$ cat src/rtl/mem_port_arbiter_if.sv
// Signal bundle between the DLX fetch/data requesters, the arbiter and the shared memory port.
// The master modport is the arbiter's view; slave is the surrounding environment.
interface mem_port_arbiter_if #(
  parameter int ADDRESS_SIZE = 32,
  parameter int WORD_SIZE    = 32
);
  logic                    ifReq;
  logic [ADDRESS_SIZE-1:0] ifAddr;
  logic                    ifReady;
  logic [WORD_SIZE-1:0]    ifData;

  logic                    dReq;
  logic                    dRnw;
  logic [ADDRESS_SIZE-1:0] dAddr;
  logic [WORD_SIZE-1:0]    dWdata;
  logic                    dReady;
  logic [WORD_SIZE-1:0]    dRdata;

  logic [ADDRESS_SIZE-1:0] memAddress;
  logic                    memEnable;
  logic                    memReadNotWrite;
  logic [WORD_SIZE-1:0]    memWdata;
  logic [WORD_SIZE-1:0]    memRdata;
  logic                    memReady;

  modport master (
    input  ifReq, ifAddr, dReq, dRnw, dAddr, dWdata, memRdata, memReady,
    output ifReady, ifData, dReady, dRdata,
           memAddress, memEnable, memReadNotWrite, memWdata
  );

  modport slave (
    output ifReq, ifAddr, dReq, dRnw, dAddr, dWdata, memRdata, memReady,
    input  ifReady, ifData, dReady, dRdata,
           memAddress, memEnable, memReadNotWrite, memWdata
  );
endinterface

$ cat src/rtl/mem_port_arbiter.sv
// Serialises DLX fetch and data accesses onto one memory port; data has priority,
// a grant-streak limit guarantees fetch progress and a watchdog aborts stuck accesses.
module mem_port_arbiter #(
  parameter int ADDRESS_SIZE   = 32,
  parameter int WORD_SIZE      = 32,
  parameter int STARVE_LIMIT   = 4,
  parameter int TIMEOUT_CYCLES = 64
) (
  input  logic               clk_i,
  input  logic               rst_i,
  mem_port_arbiter_if.master bus,
  output logic               busy_o,
  output logic               timeoutErr_o
);

  localparam int StreakW = $clog2(STARVE_LIMIT + 1);
  localparam int WdogW   = $clog2(TIMEOUT_CYCLES);
  localparam logic [StreakW-1:0] StreakMax = StreakW'(STARVE_LIMIT);
  localparam logic [WdogW-1:0]   WdogLast  = WdogW'(TIMEOUT_CYCLES - 1);

  typedef enum logic [1:0] {
    IDLE,
    BUSY_I,
    BUSY_D,
    DONE
  } state_t;

  state_t                  state_q, state_d;
  logic [StreakW-1:0]      streak_q, streak_d;
  logic [WdogW-1:0]        wdog_q, wdog_d;
  logic [ADDRESS_SIZE-1:0] memAddr_q, memAddr_d;
  logic                    memEn_q, memEn_d;
  logic                    memRnw_q, memRnw_d;
  logic [WORD_SIZE-1:0]    memWdata_q, memWdata_d;
  logic                    ifReady_q, ifReady_d;
  logic                    dReady_q, dReady_d;
  logic [WORD_SIZE-1:0]    ifData_q, ifData_d;
  logic [WORD_SIZE-1:0]    dRdata_q, dRdata_d;
  logic                    busy_q, busy_d;
  logic                    timeout_q, timeout_d;

  logic                    dataGrant;
  logic                    fetchGrant;
  logic                    finish;
  logic [WORD_SIZE-1:0]    rdWord;

  always_comb begin
    state_d    = state_q;
    streak_d   = streak_q;
    wdog_d     = '0;
    memAddr_d  = memAddr_q;
    memEn_d    = memEn_q;
    memRnw_d   = memRnw_q;
    memWdata_d = memWdata_q;
    ifReady_d  = 1'b0;
    dReady_d   = 1'b0;
    ifData_d   = ifData_q;
    dRdata_d   = dRdata_q;
    timeout_d  = timeout_q;
    dataGrant  = 1'b0;
    fetchGrant = 1'b0;
    finish     = 1'b0;
    rdWord     = '0;

    case (state_q)
      IDLE: begin
        if (bus.dReq && !(bus.ifReq && streak_q == StreakMax)) begin
          dataGrant = 1'b1;
        end else if (bus.ifReq) begin
          fetchGrant = 1'b1;
        end
        if (dataGrant) begin
          state_d    = BUSY_D;
          memEn_d    = 1'b1;
          memAddr_d  = bus.dAddr;
          memRnw_d   = bus.dRnw;
          memWdata_d = bus.dWdata;
        end else if (fetchGrant) begin
          state_d   = BUSY_I;
          memEn_d   = 1'b1;
          memAddr_d = bus.ifAddr;
          memRnw_d  = 1'b1;
        end
      end
      BUSY_I, BUSY_D: begin
        // An aborted access completes like a normal one but returns a zero word.
        if (bus.memReady) begin
          finish = 1'b1;
          rdWord = bus.memRdata;
        end else if (wdog_q == WdogLast) begin
          finish    = 1'b1;
          timeout_d = 1'b1;
        end else begin
          wdog_d = wdog_q + 1'b1;
        end
        if (finish) begin
          memEn_d = 1'b0;
          state_d = DONE;
          if (state_q == BUSY_I) begin
            ifReady_d = 1'b1;
            ifData_d  = rdWord;
          end else begin
            dReady_d = 1'b1;
            if (memRnw_q) begin
              dRdata_d = rdWord;
            end
          end
        end
      end
      DONE: begin
        state_d = IDLE;
      end
      default: begin
        state_d = IDLE;
      end
    endcase

    // The streak only means something while a fetch is actually waiting.
    if (!bus.ifReq) begin
      streak_d = '0;
    end else if (dataGrant && streak_q != StreakMax) begin
      streak_d = streak_q + 1'b1;
    end else if (fetchGrant) begin
      streak_d = '0;
    end

    busy_d = (state_d != IDLE);
  end

  always_ff @(posedge clk_i) begin
    if (rst_i) begin
      state_q    <= IDLE;
      streak_q   <= '0;
      wdog_q     <= '0;
      memAddr_q  <= '0;
      memEn_q    <= 1'b0;
      memRnw_q   <= 1'b1;
      memWdata_q <= '0;
      ifReady_q  <= 1'b0;
      dReady_q   <= 1'b0;
      ifData_q   <= '0;
      dRdata_q   <= '0;
      busy_q     <= 1'b0;
      timeout_q  <= 1'b0;
    end else begin
      state_q    <= state_d;
      streak_q   <= streak_d;
      wdog_q     <= wdog_d;
      memAddr_q  <= memAddr_d;
      memEn_q    <= memEn_d;
      memRnw_q   <= memRnw_d;
      memWdata_q <= memWdata_d;
      ifReady_q  <= ifReady_d;
      dReady_q   <= dReady_d;
      ifData_q   <= ifData_d;
      dRdata_q   <= dRdata_d;
      busy_q     <= busy_d;
      timeout_q  <= timeout_d;
    end
  end

  assign bus.memAddress      = memAddr_q;
  assign bus.memEnable       = memEn_q;
  assign bus.memReadNotWrite = memRnw_q;
  assign bus.memWdata        = memWdata_q;
  assign bus.ifReady         = ifReady_q;
  assign bus.ifData          = ifData_q;
  assign bus.dReady          = dReady_q;
  assign bus.dRdata          = dRdata_q;
  assign busy_o              = busy_q;
  assign timeoutErr_o        = timeout_q;

endmodule

$ cat src/flat_wrapper.sv
// flat-port wrapper written by rule: the top's interface ports become plain ports
module mem_port_arbiter_flat 
#(
  parameter int ADDRESS_SIZE   = 32,
  parameter int WORD_SIZE      = 32,
  parameter int STARVE_LIMIT   = 4,
  parameter int TIMEOUT_CYCLES = 64
)
  (clk_i, rst_i, busy_o, timeoutErr_o, bus_ifReq, bus_ifAddr, bus_dReq, bus_dRnw, bus_dAddr, bus_dWdata, bus_memRdata, bus_memReady, bus_ifReady, bus_ifData, bus_dReady, bus_dRdata, bus_memAddress, bus_memEnable, bus_memReadNotWrite, bus_memWdata);
  mem_port_arbiter_if #(.ADDRESS_SIZE(ADDRESS_SIZE), .WORD_SIZE(WORD_SIZE)) bus_i ();
  input  logic clk_i;
  input  logic rst_i;
  output logic busy_o;
  output logic timeoutErr_o;
  input wire logic [$bits(bus_i.ifReq)-1:0] bus_ifReq;
  input wire logic [$bits(bus_i.ifAddr)-1:0] bus_ifAddr;
  input wire logic [$bits(bus_i.dReq)-1:0] bus_dReq;
  input wire logic [$bits(bus_i.dRnw)-1:0] bus_dRnw;
  input wire logic [$bits(bus_i.dAddr)-1:0] bus_dAddr;
  input wire logic [$bits(bus_i.dWdata)-1:0] bus_dWdata;
  input wire logic [$bits(bus_i.memRdata)-1:0] bus_memRdata;
  input wire logic [$bits(bus_i.memReady)-1:0] bus_memReady;
  output wire logic [$bits(bus_i.ifReady)-1:0] bus_ifReady;
  output wire logic [$bits(bus_i.ifData)-1:0] bus_ifData;
  output wire logic [$bits(bus_i.dReady)-1:0] bus_dReady;
  output wire logic [$bits(bus_i.dRdata)-1:0] bus_dRdata;
  output wire logic [$bits(bus_i.memAddress)-1:0] bus_memAddress;
  output wire logic [$bits(bus_i.memEnable)-1:0] bus_memEnable;
  output wire logic [$bits(bus_i.memReadNotWrite)-1:0] bus_memReadNotWrite;
  output wire logic [$bits(bus_i.memWdata)-1:0] bus_memWdata;
  assign bus_i.ifReq = bus_ifReq;
  assign bus_i.ifAddr = bus_ifAddr;
  assign bus_i.dReq = bus_dReq;
  assign bus_i.dRnw = bus_dRnw;
  assign bus_i.dAddr = bus_dAddr;
  assign bus_i.dWdata = bus_dWdata;
  assign bus_i.memRdata = bus_memRdata;
  assign bus_i.memReady = bus_memReady;
  assign bus_ifReady = bus_i.ifReady;
  assign bus_ifData = bus_i.ifData;
  assign bus_dReady = bus_i.dReady;
  assign bus_dRdata = bus_i.dRdata;
  assign bus_memAddress = bus_i.memAddress;
  assign bus_memEnable = bus_i.memEnable;
  assign bus_memReadNotWrite = bus_i.memReadNotWrite;
  assign bus_memWdata = bus_i.memWdata;
  mem_port_arbiter #(.ADDRESS_SIZE(ADDRESS_SIZE), .WORD_SIZE(WORD_SIZE), .STARVE_LIMIT(STARVE_LIMIT), .TIMEOUT_CYCLES(TIMEOUT_CYCLES)) u_core (.clk_i(clk_i), .rst_i(rst_i), .bus(bus_i), .busy_o(busy_o), .timeoutErr_o(timeoutErr_o));
endmodule
$ cat config.mk
export PLATFORM = sky130hd
export DESIGN_NAME = mem_port_arbiter_flat
export DESIGN_NICKNAME = d
export VERILOG_FILES = /design/src/rtl/mem_port_arbiter_if.sv /design/src/rtl/mem_port_arbiter.sv /design/src/flat_wrapper.sv
export SDC_FILE = /design/constraint.sdc
export NUM_CORES = 1
export LEC_CHECK = 0
export CAP_MARGIN = 20
export CORE_MARGIN = 1.5
export CORE_UTILIZATION = 40
export DETAILED_ROUTE_END_ITERATION = 10
export PLACE_DENSITY = 0.8
export SLEW_MARGIN = 30
export SYNTH_ARGS = -nofsm -noshare
export SYNTH_HDL_FRONTEND = slang
export SYNTH_SLANG_ARGS = --single-unit
$ cat constraint.sdc
create_clock -name clk_i -period 2.2 [get_ports clk_i]
set_input_delay 0.66 -clock clk_i [delete_from_list [all_inputs] [get_ports clk_i]]
set_output_delay 0.66 -clock clk_i [all_outputs]
set_load 0.005 [all_outputs]
Yosys cells after proc, flatten, opt, wreduce, memory -nomap -nowiden
Cells that the tools add are included.
{"block": "op_classes", "n_reduce_logical": 19, "n_mux": 26, "magnitude_cmp": 0, "n_bitwise": 5, "mul": 0, "n_addsub": 2, "shift": 0, "eq_ne": 8, "div": 0}
{"operator": "32-bit 2-to-1 mux", "n": 3}
{"operator": "1-bit 2-to-1 mux", "n": 16}
{"operator": "3-bit AND reduction", "n": 3}
{"operator": "2-bit nonzero test", "n": 4}
{"operator": "6-bit by 1-bit adder with 6-bit output (second input constant)", "n": 1}
{"operator": "6-bit equality test (second input constant)", "n": 1}
{"operator": "2-bit 2-to-1 mux", "n": 3}
{"operator": "3-bit 2-to-1 mux", "n": 2}
{"operator": "2-bit one-hot mux with 3 select lines", "n": 1}
{"operator": "1-bit NOT", "n": 5}
{"operator": "2-bit equality test (second input constant)", "n": 2}
{"operator": "2-bit AND reduction", "n": 2}
{"operator": "4-bit AND reduction", "n": 1}
{"operator": "2-bit OR reduction", "n": 2}
{"operator": "4-bit OR reduction", "n": 1}
{"operator": "3-bit by 1-bit adder with 3-bit output (second input constant)", "n": 1}
{"operator": "3-bit equality test (second input constant)", "n": 1}
{"operator": "1-bit logical AND", "n": 3}
{"operator": "3-bit by 1-bit inequality test with 1-bit output (second input constant)", "n": 1}
{"operator": "3-bit inequality test (second input constant)", "n": 1}
{"operator": "3-bit OR reduction", "n": 1}
{"operator": "2-bit by 1-bit equality test with 1-bit output (second input constant)", "n": 1}
{"operator": "2-bit logical NOT", "n": 1}
{"operator": "2-bit by 1-bit inequality test with 1-bit output (second input constant)", "n": 1}
{"operator": "other kinds (2)", "n": 2}
{"block": "word_totals", "out_inout_bits": 134, "mem_bits_ro": 0, "mem_bits_rw": 0, "elab_cells": 73, "in_bits": 134, "mem_count": 0, "latch_bits": 0, "regBits": 145}

Logic depth before layout (Yosys ltp)
Gate-level depths: netlist of run 1.
{"block": "depth", "depth_word": 10, "mapped_depth": 8, "mapped_depth_nobuf": 6}

Least setup slack after synthesis of run 1
No wires, ideal clock.
{"block": "synth_path", "kind": "register to register", "start": "register u_core.state_q[0]", "end": "register u_core.busy_q, in the netlist u_core.busy_o", "path_buffers": 0, "setup_slack_ns": 0.598, "setup_ns": 0.120, "t_required_ns": 2.080, "arrival_time_ns": 1.483, "period_less_slack_ns": 1.602, "path_stages_with_launch": 7, "cell_sequence": "dfxtp_1 -> inv_1 -> ha_1 -> nand2b_1 -> nor2_1 -> a221o_1 -> a211o_1"}
{"block": "synth_between", "elab_chain_cells": 4, "word_cells_on_any_way": 10, "cone_classes": "eq/ne (3); mux (4); reduce/logical (3)"}
{"item": "start, declared", "line_no": "mem_port_arbiter.sv:28", "source": "state_t state_q, state_d;"}
{"item": "start signal, assigned", "line_no": "mem_port_arbiter.sv:146", "source": "state_q <= state_d;"}
{"item": "2-bit equality test, or another cell as far along", "line_no": "mem_port_arbiter.sv:65", "source": "case (state_q)"}
{"item": "2-bit OR reduction or 2-bit 2-to-1 mux (tied branches)", "line_no": "mem_port_arbiter.sv:65, mem_port_arbiter.sv:72"}
{"item": "2-bit one-hot mux with 3 select lines *", "line_no": "mem_port_arbiter.sv:65"}
{"item": "2-bit nonzero test *", "line_no": "mem_port_arbiter.sv:127", "source": "busy_d = (state_d != IDLE);"}
{"item": "end signal, assigned", "line_no": "mem_port_arbiter.sv:157", "source": "busy_q <= busy_d;"}
{"item": "end, declared", "line_no": "mem_port_arbiter.sv:39", "source": "logic busy_q, busy_d;"}
Every way passes the cells marked *; elsewhere a longest branch is shown, timed or not.
A chain may end at the register's enable or synchronous reset.

Final worst setup path of run 1
{"block": "layout_path", "start": "register u_core.busy_q, in the netlist u_core.busy_o", "end": "output busy_o"}
{"item": "end, declared", "line_no": "flat_wrapper.sv:13", "source": "output logic busy_o;"}
No word-level cell between the ends.

==> flow_summary.toml, run 1 <==
[outcome]
outcome = "complete, no violations"

[worst_setup_path]
crit_path_top_delay_cell = "clkdlybuf4s50_1"
start_kind = "register"
max_stage_delay_ns = 0.57
cp.arrival_ns = 1.31
r2r_start = "u_core.state_q[1]"
ff2ff_path_depth = 6
rrSetupSlack_ns = 0.37
path_depth = 1
cp-startpoint = "u_core.busy_o"
crit_fanout = 1
critPathTopFamily = "buffers and inverters"
crit_end = "busy_o"
cp_num_buf_inv = 1
required_ns = 1.54
path_cells = "clkdlybuf4s50_1"
crit_path_end_kind = "output port"
worst-setup-path-type = "register to output port"
timing.rr.end = "u_core.busy_o"

[grt]
track_usage_pct = 22.5
grt_pass1_wl_um = 25300
grt_pass1_vias = 5183
grt_start_max_net_pins = 65
grt-ovfl-total = 0
antenna_found_initial = 0

[cts]
cts_sinks = 145
path_clk_slew_ns = 0.06
cts_tree = "built"
htree_levels = 4
cts_resized = 0
post-cts-setup-buffers = 0
cts_buffer_depth = 2
cts-root-buf = "clkbuf_16"
clkLatencyLatePin_ns = 0.42
hold_buffers = 0
cts_made_buffers = 17

[power]
power_mw = 7.94
peakVddDrop_uv = 546
p_per_area_mw_per_mm2 = 890
p_leak_nw = 3.32

[floorplanning]
die-area_sq_mm = 0.0144
die_w_um = 120
core-area_sq_mm = 0.0133
die_height_um = 120
num_rows = 42
ios = 268
start_util_pct = 41.1

[timing]
finalHoldViolCount = 0
finalCritPeriodShare_pct = 89.7
finalMaxSlewViolations = 0
fin_skew_ns = 0.00893
setup_tns_ns = 0
setup_viol = 0
worst_pin_slew_ns = 0.629
clock.fmax_mhz = 507
slew_headroom_pct = 58.1
min_period_ns = 1.97
grt_setup_unrepaired = "no"

[routing]
vias_per_cell = 5.32
routed_wl_um = 16500
drt_pre_antenna_iters = 4
remaining_drc_errors = 0
num_vias = 5381
wl_per_cell_um = 16.3
drt-initial-drc-count = 317
ant_nets = 0

[synthesis]
syn_area_per_cell_sq_um = 9.59
ys_seq_elements = 145
ys_seq_area_share_pct = 53.2
ys.warnings.count = 0
ys_types = 34
syn-cell-area_sq_mm = 0.00546
syn-num-nets = 712
synth_cells = 569

[place]
gp_congestion = 0.802
dp.cells = 981
port_buffers = 267
dpl.hpwl_um = 11900

[final_layout]
multiInputGateArea_sq_mm = 0.00226
seq_area_sq_mm = 0.00290
nets = 967
antenna_cells = 0
fin_cells = 1012
nFillCells = 985
final_layout_size_suffix_gt1_share_pct = 7.54
syn_to_final_growth_pct = 63.5

[min_path]
min_path_type = "register to register"

[job]
max_cap_violations = 0
[where the power goes]
group / leakage, nW / internal [mW] / switching, mW
Clock: 0.297 / 1.93 / 1.05
Combinational: 1.83 / 1.05 / 0.814
Sequential: 1.19 / 2.93 / 0.171
[cell type report]
type | count | area share [%]
Multi-Input combinational cell | 364 | 25.3
Inverter | 8 | 0.337
Clock buffer | 23 | 5.58
Sequential cell | 145 | 32.5
Clock inverter | 8 | 1.42
Timing Repair Buffer | 288 | 32.3
Tap cell | 176 | 2.47
[registers in the layout, indices dropped and copies added, names as in the netlist, 2 cells and up]
| signal | cells |
|---|---|
| u_core.bus.memWdata | 32 |
| u_core.bus.memAddress | 32 |
| u_core.bus.dRdata | 32 |
| u_core.streak_q | 3 |
| u_core.bus.ifData | 32 |
| u_core.state_q | 2 |
| u_core.wdog_q | 6 |
[routing by layer]
layer	track usage, %	vias to the layer above	share of wire, %
met5	0	-	0
met4	9.82	0	2.3
met3	6.89	26	7.7
met2	41.1	257	50
met1	23.8	2522	40
li1	-	2576	-
[stage by stage]
stage          worst slack [ns]  instance area [sq um]  hold slack, ns  utilization, %
5_1_grt                   0.157                   8920           0.474            67.1
6_report                  0.226                   8920           0.446            67.1
3_3_place_gp             0.0814                   8300           0.431            62.4
4_1_cts                   0.188                   8920           0.452            67.1
2_1_floorplan             0.598                   5460           0.418               -
3_5_place_dp            0.00311                   8300           0.439            62.4
[cell families (layout without fill, tap and decap cells)]
family / Yosys count / count (layout) / synth area share, %
xor+xnor: 4 / 4 / 0.642
flops: 145 / 145 / 53.2
fa+ha+maj: 9 / 9 / 2.06
buf+inv: 60 / 327 / 5.62
simple gates: 202 / 202 / 15.5
compound gates: 149 / 149 / 23.0
[cell usage after synthesis]
cell / instances / area share (%)
dfxtp_1: 145 / 53
nand2_1: 102 / 7.0
a32o_1: 64 / 12
nor2_1: 50 / 3.4
a21oi_1: 36 / 3.3
nand3_1: 36 / 3.3
a311oi_1: 33 / 5.3
clkbuf_1: 25 / 1.7
buf_2: 17 / 1.6
ha_1: 9 / 2.1
inv_1: 8 / 0.55
buf_6: 6 / 1.2
nand2b_1: 5 / 0.57
buf_4: 4 / 0.55
nor2b_1: 4 / 0.46
a21o_1: 2 / 0.28
and3_1: 2 / 0.23
nand3_2: 2 / 0.37
o22ai_1: 2 / 0.23
xnor2_1: 2 / 0.32
xor2_1: 2 / 0.32
a211o_1: 1 / 0.16
a21boi_0: 1 / 0.14
a21oi_2: 1 / 0.16
a221o_1: 1 / 0.18
a31oi_1: 1 / 0.11
a31oi_4: 1 / 0.39
a32oi_1: 1 / 0.16
nand2_2: 1 / 0.11
o21ai_0: 1 / 0.092
o21ai_4: 1 / 0.30
o21ba_2: 1 / 0.18
o21bai_1: 1 / 0.14
o31ai_1: 1 / 0.14
[worst min-delay path by stage]
stage                                 startpoint                endpoint  slack (ns)  cells past startpoint
after floorplan                 u_core.wdog_q[0]        u_core.wdog_q[0]        0.42                      1
after global placement          u_core.wdog_q[0]        u_core.wdog_q[0]        0.43                      1
after detailed placement        u_core.wdog_q[0]        u_core.wdog_q[0]        0.44                      1
after CTS                       u_core.wdog_q[0]        u_core.wdog_q[0]        0.45                      1
after global routing      u_core.bus.memWdata[4]  u_core.bus.memWdata[4]        0.47                      2
final                           u_core.wdog_q[0]        u_core.wdog_q[0]        0.45                      1
[layout by cell type, fill, tap and decap left out, types with 2 or more instances in the layout]
cell type        count
clkbuf_8             5
a311oi_1            33
nor2b_1              2
bufinv_16            3
clkdlybuf4s50_1    265
a21o_1               2
inv_1                8
and3_1               2
clkinvlp_4           3
ha_1                 9
a21oi_1             36
nand2b_1             5
xnor2_1              2
a32o_1              64
buf_12               5
xor2_1               2
o22ai_1              2
clkbuf_16           17
dfxtp_1            145
nor2_1              49
nand3_2              2
buf_2                2
nand2_1            102
buf_4               16
nand3_1             36
Power figures use the tool's default switching activity.
==> run 2, diff against run 1 <==
Clock period 2.2 ns to 2 ns, I/O delays scaled along.
==> flow_summary.toml, run 2 (same netlist as run 1, synthesis figures left out) <==
[outcome]
outcome = "complete, no violations"

[worst_setup_path]
cp_num_buf_inv = 1
ff2ff_path_depth = 7
timing.rr.end = "u_core.bus.ifData[23]"
cp-startpoint = "u_core.bus.memAddress[20]"
rrSetupSlack_ns = 0.17
crit_end = "bus_memAddress[20]"
crit_path_top_delay_cell = "clkdlybuf4s50_1"
worst-setup-path-type = "register to output port"
path_depth = 1
r2r_start = "u_core.wdog_q[0]"
critPathTopFamily = "buffers and inverters"
crit_path_end_kind = "output port"
start_kind = "register"
max_stage_delay_ns = 0.57
crit_fanout = 2
cp.arrival_ns = 1.31
required_ns = 1.40
path_cells = "clkdlybuf4s50_1"

[grt]
grt_start_max_net_pins = 65
track_usage_pct = 22.5
grt_pass1_vias = 5233
grt-ovfl-total = 0
grt_pass1_wl_um = 25500
antenna_found_initial = 0

[timing]
worst_pin_slew_ns = 0.632
min_period_ns = 1.91
setup_viol = 0
clock.fmax_mhz = 522
slew_headroom_pct = 57.8
finalHoldViolCount = 0
grt_setup_unrepaired = "no"
setup_tns_ns = 0
fin_skew_ns = 0.00592
finalCritPeriodShare_pct = 95.7
hold-worst-slack_ns = 0.447
finalMaxSlewViolations = 0

[floorplanning]
die-area_sq_mm = 0.0144
core-area_sq_mm = 0.0133
die_height_um = 120
ios = 268
start_util_pct = 41.1
num_rows = 42
die_w_um = 120

[final_layout]
final_cell_mix = "clkdlybuf4s50_1 (264), dfxtp_1 (145), nand2_1 (102)"
syn_to_final_growth_pct = 63.2
nets = 968
stdcell_area_sq_mm = 0.00891
fin_cells = 1014
final_layout_size_suffix_gt1_share_pct = 7.64
nFillCells = 1029
post-route-util_pct = 67.0
final_common_cell = "clkdlybuf4s50_1"
antenna_cells = 0

[min_path]
hold_depth = 1
min_from = "u_core.wdog_q[0]"
min_path_type = "register to register"

[cts]
post-cts-setup-buffers = 0
cts_sinks = 145
cts_tree = "built"
clkLatencyLatePin_ns = 0.41
path_clk_slew_ns = 0.06
cts_buffer_depth = 2
cts_made_buffers = 17
cts-root-buf = "clkbuf_16"
htree_levels = 4

[routing]
remaining_drc_errors = 0
vias_per_cell = 5.36
routed_wl_um = 16600
num_vias = 5439
drt-initial-drc-count = 355
ant_nets = 0
wl_per_cell_um = 16.3
drt_pre_antenna_iters = 5

[power]
p_leak_nw = 3.32
p_per_area_mw_per_mm2 = 968
peakVddDrop_uv = 517

[place]
dp.cells = 981
gp_congestion = 0.785
port_buffers = 267
dpl.hpwl_um = 11900
placed_cell_area_sq_mm = 0.00830

[job]
max_cap_violations = 0
## run 2: routing by layer
| layer | vias up | GRT usage, % | part of all wire (%) |
|---|---|---|---|
| met3 | 22 | 6.84 | 8.0 |
| met1 | 2581 | 25.0 | 40 |
| li1 | 2581 | - | - |
| met5 | - | 0 | 0 |
| met4 | 0 | 8.48 | 1.9 |
| met2 | 255 | 40.3 | 51 |
## run 2: worst min-delay path by stage
stage | to | slack, ns
after floorplan | u_core.wdog_q[0] | 0.42
after global placement | u_core.wdog_q[0] | 0.42
after detailed placement | u_core.wdog_q[0] | 0.44
after CTS | u_core.wdog_q[0] | 0.45
after global routing | u_core.bus.memWdata[1] | 0.47
final | u_core.wdog_q[0] | 0.45
## run 2: what timing repair did
| item | 4_1_cts | 5_1_grt |
|---|---|---|
| hold buffers | 0 | 0 |
| setup endpoints to repair | 1 | 0 |
| resized for setup | 1 | 0 |
## run 2: cell type report
type                            count  area (sq um)  area share [%]
Clock buffer                       21           460            5.17
Multi-Input combinational cell    364          2260            25.4
Sequential cell                   145          2900            32.6
Timing Repair Buffer              289          2900            32.5
Tap cell                          176           220            2.47
Inverter                            8          30.0           0.337
Clock inverter                     11           136            1.53
## run 2: metrics by stage
stage	setup slack [ns]	total power, mW
after global placement	-0.0569	5.44
after CTS	0.0504	8.68
after floorplan	0.398	4.34
after global routing	0.0373	9.01
after detailed placement	-0.235	5.51
final	0.0852	8.63
## run 2: power breakdown
part           internal [mW]  total (mW)  switching [mW]
clock network           2.01        3.16            1.14
logic                   1.16        2.06           0.900
registers               3.22        3.41           0.187
